===== src/rtl/io_clk_divider_bank.sv =====
// io_clk_divider_bank: eight programmable 50%-duty clock dividers behind a valid/ready config port.
// New half-periods are held pending and applied only when a channel is idle or at its falling edge.
module io_clk_divider_bank #(
    parameter int DIV_WIDTH = 16
) (
    input  logic                 sys_clk,
    input  logic                 rst_n,
    input  logic                 clk_en,
    input  logic                 cfg_valid,
    output logic                 cfg_ready,
    input  logic [3:0]           cfg_addr,
    input  logic [DIV_WIDTH-1:0] cfg_data,
    output logic [7:0]           divided_clks,
    output logic [7:0]           tick_out,
    output logic [3:0][1:0]      divided_clk_sels
);

    localparam int NCH = 8;
    localparam logic [DIV_WIDTH-1:0] ONE = DIV_WIDTH'(1);

    logic [DIV_WIDTH-1:0] r_hp   [NCH];
    logic [DIV_WIDTH-1:0] r_cnt  [NCH];
    logic [DIV_WIDTH-1:0] r_pend [NCH];
    logic [NCH-1:0]       r_lvl;
    logic [NCH-1:0]       r_pend_v;
    logic [NCH-1:0]       r_tick;
    logic [3:0][1:0]      r_sels;

    logic                 w_cfg_ready;
    logic                 w_accept;
    logic                 w_sel_wr;
    logic [NCH-1:0]       w_wr_ch;
    logic [NCH-1:0]       w_running;
    logic [NCH-1:0]       w_term;

    // A channel refuses a second write until its pending value has been consumed.
    always_comb begin
        w_wr_ch   = '0;
        w_running = '0;
        w_term    = '0;
        w_cfg_ready = cfg_addr[3] | ~r_pend_v[cfg_addr[2:0]];
        w_accept    = cfg_valid & w_cfg_ready & clk_en;
        w_sel_wr    = w_accept & (cfg_addr == 4'd8);
        for (int i = 0; i < NCH; i++) begin
            w_wr_ch[i]   = w_accept & ~cfg_addr[3] & (cfg_addr[2:0] == 3'(i));
            w_running[i] = (r_hp[i] != '0);
            w_term[i]    = (r_cnt[i] == r_hp[i] - ONE);
        end
    end

    always_ff @(posedge sys_clk or negedge rst_n) begin
        if (!rst_n) begin
            for (int i = 0; i < NCH; i++) begin
                r_hp[i]   <= '0;
                r_cnt[i]  <= '0;
                r_pend[i] <= '0;
            end
            r_lvl    <= '0;
            r_pend_v <= '0;
            r_tick   <= '0;
            r_sels   <= '0;
        end else if (clk_en) begin
            if (w_sel_wr) begin
                for (int k = 0; k < 4; k++) begin
                    r_sels[k] <= cfg_data[2*k +: 2];
                end
            end
            for (int i = 0; i < NCH; i++) begin
                r_tick[i] <= 1'b0;
                // A write can never meet an apply here: writes need pend_v low, applies need it high.
                if (w_wr_ch[i]) begin
                    r_pend[i]   <= cfg_data;
                    r_pend_v[i] <= 1'b1;
                end
                if (!w_running[i]) begin
                    r_cnt[i] <= '0;
                    r_lvl[i] <= 1'b0;
                    if (r_pend_v[i]) begin
                        r_hp[i]     <= r_pend[i];
                        r_pend_v[i] <= 1'b0;
                    end
                end else if (!w_term[i]) begin
                    r_cnt[i] <= r_cnt[i] + ONE;
                end else begin
                    r_cnt[i]  <= '0;
                    r_lvl[i]  <= ~r_lvl[i];
                    r_tick[i] <= ~r_lvl[i];
                    if (r_lvl[i] && r_pend_v[i]) begin
                        r_hp[i]     <= r_pend[i];
                        r_pend_v[i] <= 1'b0;
                    end
                end
            end
        end else begin
            r_tick <= '0;
        end
    end

    assign cfg_ready        = w_cfg_ready;
    assign divided_clks     = r_lvl;
    assign tick_out         = r_tick;
    assign divided_clk_sels = r_sels;

endmodule


===== config.mk =====
export PLATFORM = sky130hd
export DESIGN_NAME = io_clk_divider_bank
export DESIGN_NICKNAME = d
export VERILOG_FILES = /design/src/rtl/io_clk_divider_bank.sv
export SDC_FILE = /design/constraint.sdc
export NUM_CORES = 1
export LEC_CHECK = 0
export CAP_MARGIN = 20
export CORE_MARGIN = 2
export CORE_UTILIZATION = 60
export CTS_CLUSTER_SIZE = 30
export DETAILED_ROUTE_END_ITERATION = 16
export PLACE_DENSITY = 0.77
export SKIP_CTS_REPAIR_TIMING = 1
export SLEW_MARGIN = 5
export SYNTH_ARGS = -nofsm -noshare
export SYNTH_HDL_FRONTEND = slang
export SYNTH_SLANG_ARGS = --single-unit

===== constraint.sdc =====
create_clock -name sys_clk -period 5.1 [get_ports sys_clk]
set_clock_uncertainty 0.15 [all_clocks]
set_input_delay 1.53 -clock sys_clk [delete_from_list [all_inputs] [get_ports sys_clk]]
set_output_delay 1.53 -clock sys_clk [all_outputs]
set_load 0.02 [all_outputs]

[After elaboration in Yosys (flattened, before gate mapping)]
Cells that the tools add are included.
Operators by class
  add/subtract/negate cells: 16
  multipliers: 0
  divide/modulo/power cells: 0
  order comparisons: 1
  equality and inequality tests: 32
  shift operators: 0
  muxes and demuxes: 123
  bitwise logic cells: 23
  reductions and logical operators: 50
Operator list (count)
  16-bit 2-to-1 mux: 48
  16-bit by 1-bit adder with 16-bit output (second input constant): 8
  16-bit equality test: 8
  16-bit nonzero test: 8
  16-bit by 1-bit subtractor with 16-bit output (second input constant): 8
  1-bit 2-to-1 mux: 73
  2-bit AND reduction: 17
  2-bit by 1-bit != test with 1-bit output (second input constant): 16
  4-bit AND reduction: 8
  2-bit nonzero test: 8
  1-bit bitwise AND: 12
  3-bit equality test (second input constant): 4
  1-bit NOT: 10
  1-bit logical AND: 8
  8-bit 2-to-1 mux: 1
  3-bit by 2-bit equality test with 1-bit output (second input constant): 2
  4-bit equality test (second input constant): 1
  3-bit by 4-bit < comparator with 1-bit output (second input constant): 1
  1-bit binary-select mux with 3-bit select: 1
  3-bit by 1-bit equality test with 1-bit output (second input constant): 1
  3-bit zero test: 1
  1-bit OR: 1
Word-level totals
  flip-flop bits (word level): 416
  bits in latches: 0
  RAM bits: 0
  memory bits (read-only): 0
  bits of input ports: 24
  output and inout bits: 25
  logic and storage cells: 283
  memories: 0

[Logic depth before layout (Yosys ltp)]
  word-level depth: 12
  depth in mapped cells: 13
  mapped depth without buffers: 10

[Worst setup path before layout]
Ideal clock, no wire load.
  path type: input-to-output
  start: in cfg_addr[1]
  end: out cfg_ready
  arrival: 2.468 ns
  required time: 3.420 ns
  setup slack: 0.952 ns
  stages on the path: 5
  buffers on the path: 1
  cell sequence: clkbuf_1 > o21ai_0 > a21oi_1 > a21oi_1 > o21bai_1
Between the ends
  word-level cells in the longest chain between the ends: 4
RTL lines
  start, declared: RTL line 11  | input logic [3:0] cfg_addr,
  1-bit binary-select mux with 3-bit select: RTL line 41  | w_cfg_ready = cfg_addr[3] | ~r_pend_v[cfg_addr[2:0]];
  1-bit 2-to-1 mux (not written as such): RTL line 41
  1-bit NOT: RTL line 41
  1-bit OR: RTL line 41
  end, declared: RTL line 10  | output logic cfg_ready,
Every way passes these cells. The select of a mux whose other input is x is not followed.

[Worst setup path after layout]
Ends and elaborated chain as after synthesis.

==> qor.yml <==
status: "finished, final reports clean"
die_h_um: 196
die_w_um: 196
syn-num-nets: 2147
ff_latch_area_um2: 10400
start_util: 0.607
p_leak_nw: 11.2
viasPerCell: 6.32
cpPeakStageDelay_ns: 0.54
core_um2: 36400
drv_cap: 0
clockBufferDepth: 3
ant_nets: 0
htreeDepth: 2
p_per_area_nw_per_um2: 495
synth_seq_cells: 416
finalSetupTns_ns: 0
cts.clk_slew.worst_paths_ns: 0.06
cp.required_ns: 3.42
netlist_area_um2: 22100
remaining_drc_errors: 0
ir_drop_mv: 0.447
power_mw: 12.1
crit_arrival_ns: 2.98
grt_overflow: 0
drtIter0Drc: 1234
setup-violations-final: 0
num_vias: 16700
grt_pass1_vias: 16600
drv_slew: 0
path_buf_inv: 2
cts_tree: "built"
layout.nets: 2176
fmax_mhz: 215
crit_chain: "clkdlybuf4s50_1 -> mux2i_1 -> o21a_1 -> a21oi_1 -> o21bai_1 -> dlymetal6s2s_1"
cts_buffers: 44
synth-seq-area-share: 0.471
rows: 70
syn_area_per_cell_um2: 10.5
endpoint_kind: "primary output"
pin_count: 49
critPathLaunchType: "input port"
multi_input_area_um2: 11100
cp_max_fo: 4
rsz0062_at_grt: "false"
critPathKind: "in2out"
cts.sinks: 416
antenna_found_initial: 3
post_drt_wl_per_cell_um: 20.1
synth_ff_type: "dfrtp_1"
clockRootBuffer: "clkbuf_16"
ys_warn_count: 0
drive_gt1_frac: 0.156
worstSkewPairLatency_ns: 0.58
crit_family: "buffers and inverters"
async_flop_share: 1.00
grt_pass1_wl_um: 87500
area_delta_synth_final_pct: 10.9
slowest_stage: "clkdlybuf4s50_1"
wl_um: 53100
min_path_type: "reg2reg"
synth_cells: 2107
firstDrtPassIters: 5
min_period_ns: 4.66
synth_edf_count: 0
worstMarginPinSlew_ns: 0.970
hpwlAfterDp_um: 36200
grt_max_degree: 116
fillers: 2810
slew_headroom: 0.352
fin_crit_sh: 0.914
die_area_um2: 38400
io_buffer_count: 48
grt_use_total: 0.284
hold_violations: 0
antennaDiodeCount: 0
synth_cell_types: 78
place.gp.congestion: 0.932
-- cell usage after synthesis, types with 8 or more instances --
cell type | number | area [um^2]
or4_1 | 21 | 158
o31ai_1 | 8 | 60.1
and4_1 | 13 | 114
nor3b_1 | 16 | 120
a211o_1 | 8 | 70.1
nand3b_1 | 10 | 75.1
a21oi_1 | 38 | 190
nor4b_1 | 13 | 114
nor3_1 | 76 | 380
or3_1 | 19 | 119
nand2b_1 | 19 | 119
and2_1 | 18 | 113
inv_1 | 65 | 244
and3_1 | 36 | 225
nand4b_1 | 8 | 70.1
o21ai_0 | 63 | 315
o211ai_1 | 8 | 60.1
a22o_1 | 33 | 289
xor2_1 | 112 | 981
mux2i_1 | 14 | 140
o2bb2ai_1 | 13 | 114
a31oi_1 | 18 | 113
nand2_1 | 104 | 390
nor2b_1 | 33 | 206
clkbuf_1 | 75 | 282
a21boi_0 | 8 | 60.1
buf_2 | 9 | 45.0
xnor2_1 | 117 | 1020
nand3_1 | 90 | 450
a211oi_1 | 10 | 75.1
nor2_1 | 164 | 616
dfrtp_1 | 416 | 10400
o22a_1 | 8 | 70.1
mux2_2 | 206 | 2320
mux2_1 | 11 | 124
or2_2 | 16 | 100
nor4_1 | 46 | 288
a21o_1 | 11 | 82.6
ha_1 | 16 | 200
nand4_1 | 43 | 269
-- metrics by stage --
stage / utilization / setup slack, ns / cells / hold slack (ns) / area (um^2)
5_1_grt: 0.673 / 0.311 / 2638 / 0.351 / 24500
6_report: 0.673 / 0.441 / 2638 / 0.325 / 24500
3_5_place_dp: 0.633 / 0.0756 / 2558 / 0.309 / 23100
2_1_floorplan: - / 0.952 / 2107 / 0.294 / 22100
3_3_place_gp: 0.633 / 0.145 / 2558 / 0.306 / 23100
4_1_cts: 0.673 / 0.0628 / 2638 / 0.320 / 24500
-- kinds of logic after synthesis --
family	Yosys count	share of synthesized area
DFF	416	0.471
AOI/OAI and AO/OA	283	0.0906
xor gates and xnor gates	231	0.0927
adders and majority gates	16	0.00905
and+or+nand+nor	778	0.193
muxes	231	0.117
buffers and inverters	152	0.0266
-- final cells by class --
cell class	count	share of cell area
Clock buffer	61	0.0516
Clock inverter	19	0.00781
Multi-Input combinational cell	1539	0.453
Sequential cell	416	0.425
Timing Repair Buffer	70	0.0290
Tap cell	468	0.0239
Inverter	65	0.00995
-- final timing paths --
| path | start | end | slack, ns | cells after the start |
|---|---|---|---|---|
| worst min-delay path | r_pend[59] | r_hp[59] | 0.33 | 1 |
| worst max-delay path | cfg_addr[1] | cfg_ready | 0.44 | 6 |
| max in group asynchronous | rst_n | r_pend[49] | 2.88 | 2 |
| worst max register to register | r_hp[32] | r_hp[37] | 0.78 | 10 |
| worst min register to register | r_pend[59] | r_hp[59] | 0.33 | 1 |
| min in group asynchronous | rst_n | r_pend[2] | 0.88 | 1 |
-- routing by layer --
| layer | vias to the layer above | part of all wire | track usage |
|---|---|---|---|
| li1 | 7682 | - | - |
| met1 | 8413 | 0.45 | 0.403 |
| met2 | 484 | 0.47 | 0.461 |
| met3 | 99 | 0.053 | 0.0334 |
| met4 | 0 | 0.027 | 0.0912 |
| met5 | - | 0 | 0 |
-- where the power goes --
group | switching (mW) | total [mW] | internal [mW]
registers | 0.786 | 4.70 | 3.91
clock network | 1.34 | 3.23 | 1.89
logic | 2.30 | 4.21 | 1.91
-- cell usage in the layout, fill, tap and decap left out, drive strengths merged, types with 14 or more instances in the layout --
cell and n:
nor4 49, or3 19, and2 18, clkdlybuf4s50 45
o21ai 64, xor2 112, or4 23, nand4 43
or2 16, buf 24, ha 16, nand3 90
mux2i 14, xnor2 117, a31oi 19, nor2b 33
nor2 164, nor3b 16, clkbuf 61, a22o 33
inv 67, dfrtp 416, nor3 78, mux2 217
a21oi 38, nor4b 14, nand2 104, and3 36
nand2b 19
-- worst reg2reg max path, stage by stage, from the launching register on --
cell,delay (ns)
dfrtp_1,0.45
inv_1,0.09
ha_1,0.19
or4b_1,0.55
or4_1,0.52
nor4_1,0.34
a311oi_1,0.14
nor3_1,0.40
a31oi_1,0.19
nor3_4,0.77
mux2_2,0.42
-- sequential cells by signal (all words and copies together), names as in the netlist --
register          cells
r_cnt               128
r_hp                128
r_pend              128
divided_clk_sels      8
divided_clks          8
r_pend_v              8
tick_out              8
(Power assumes the default switching activity.)
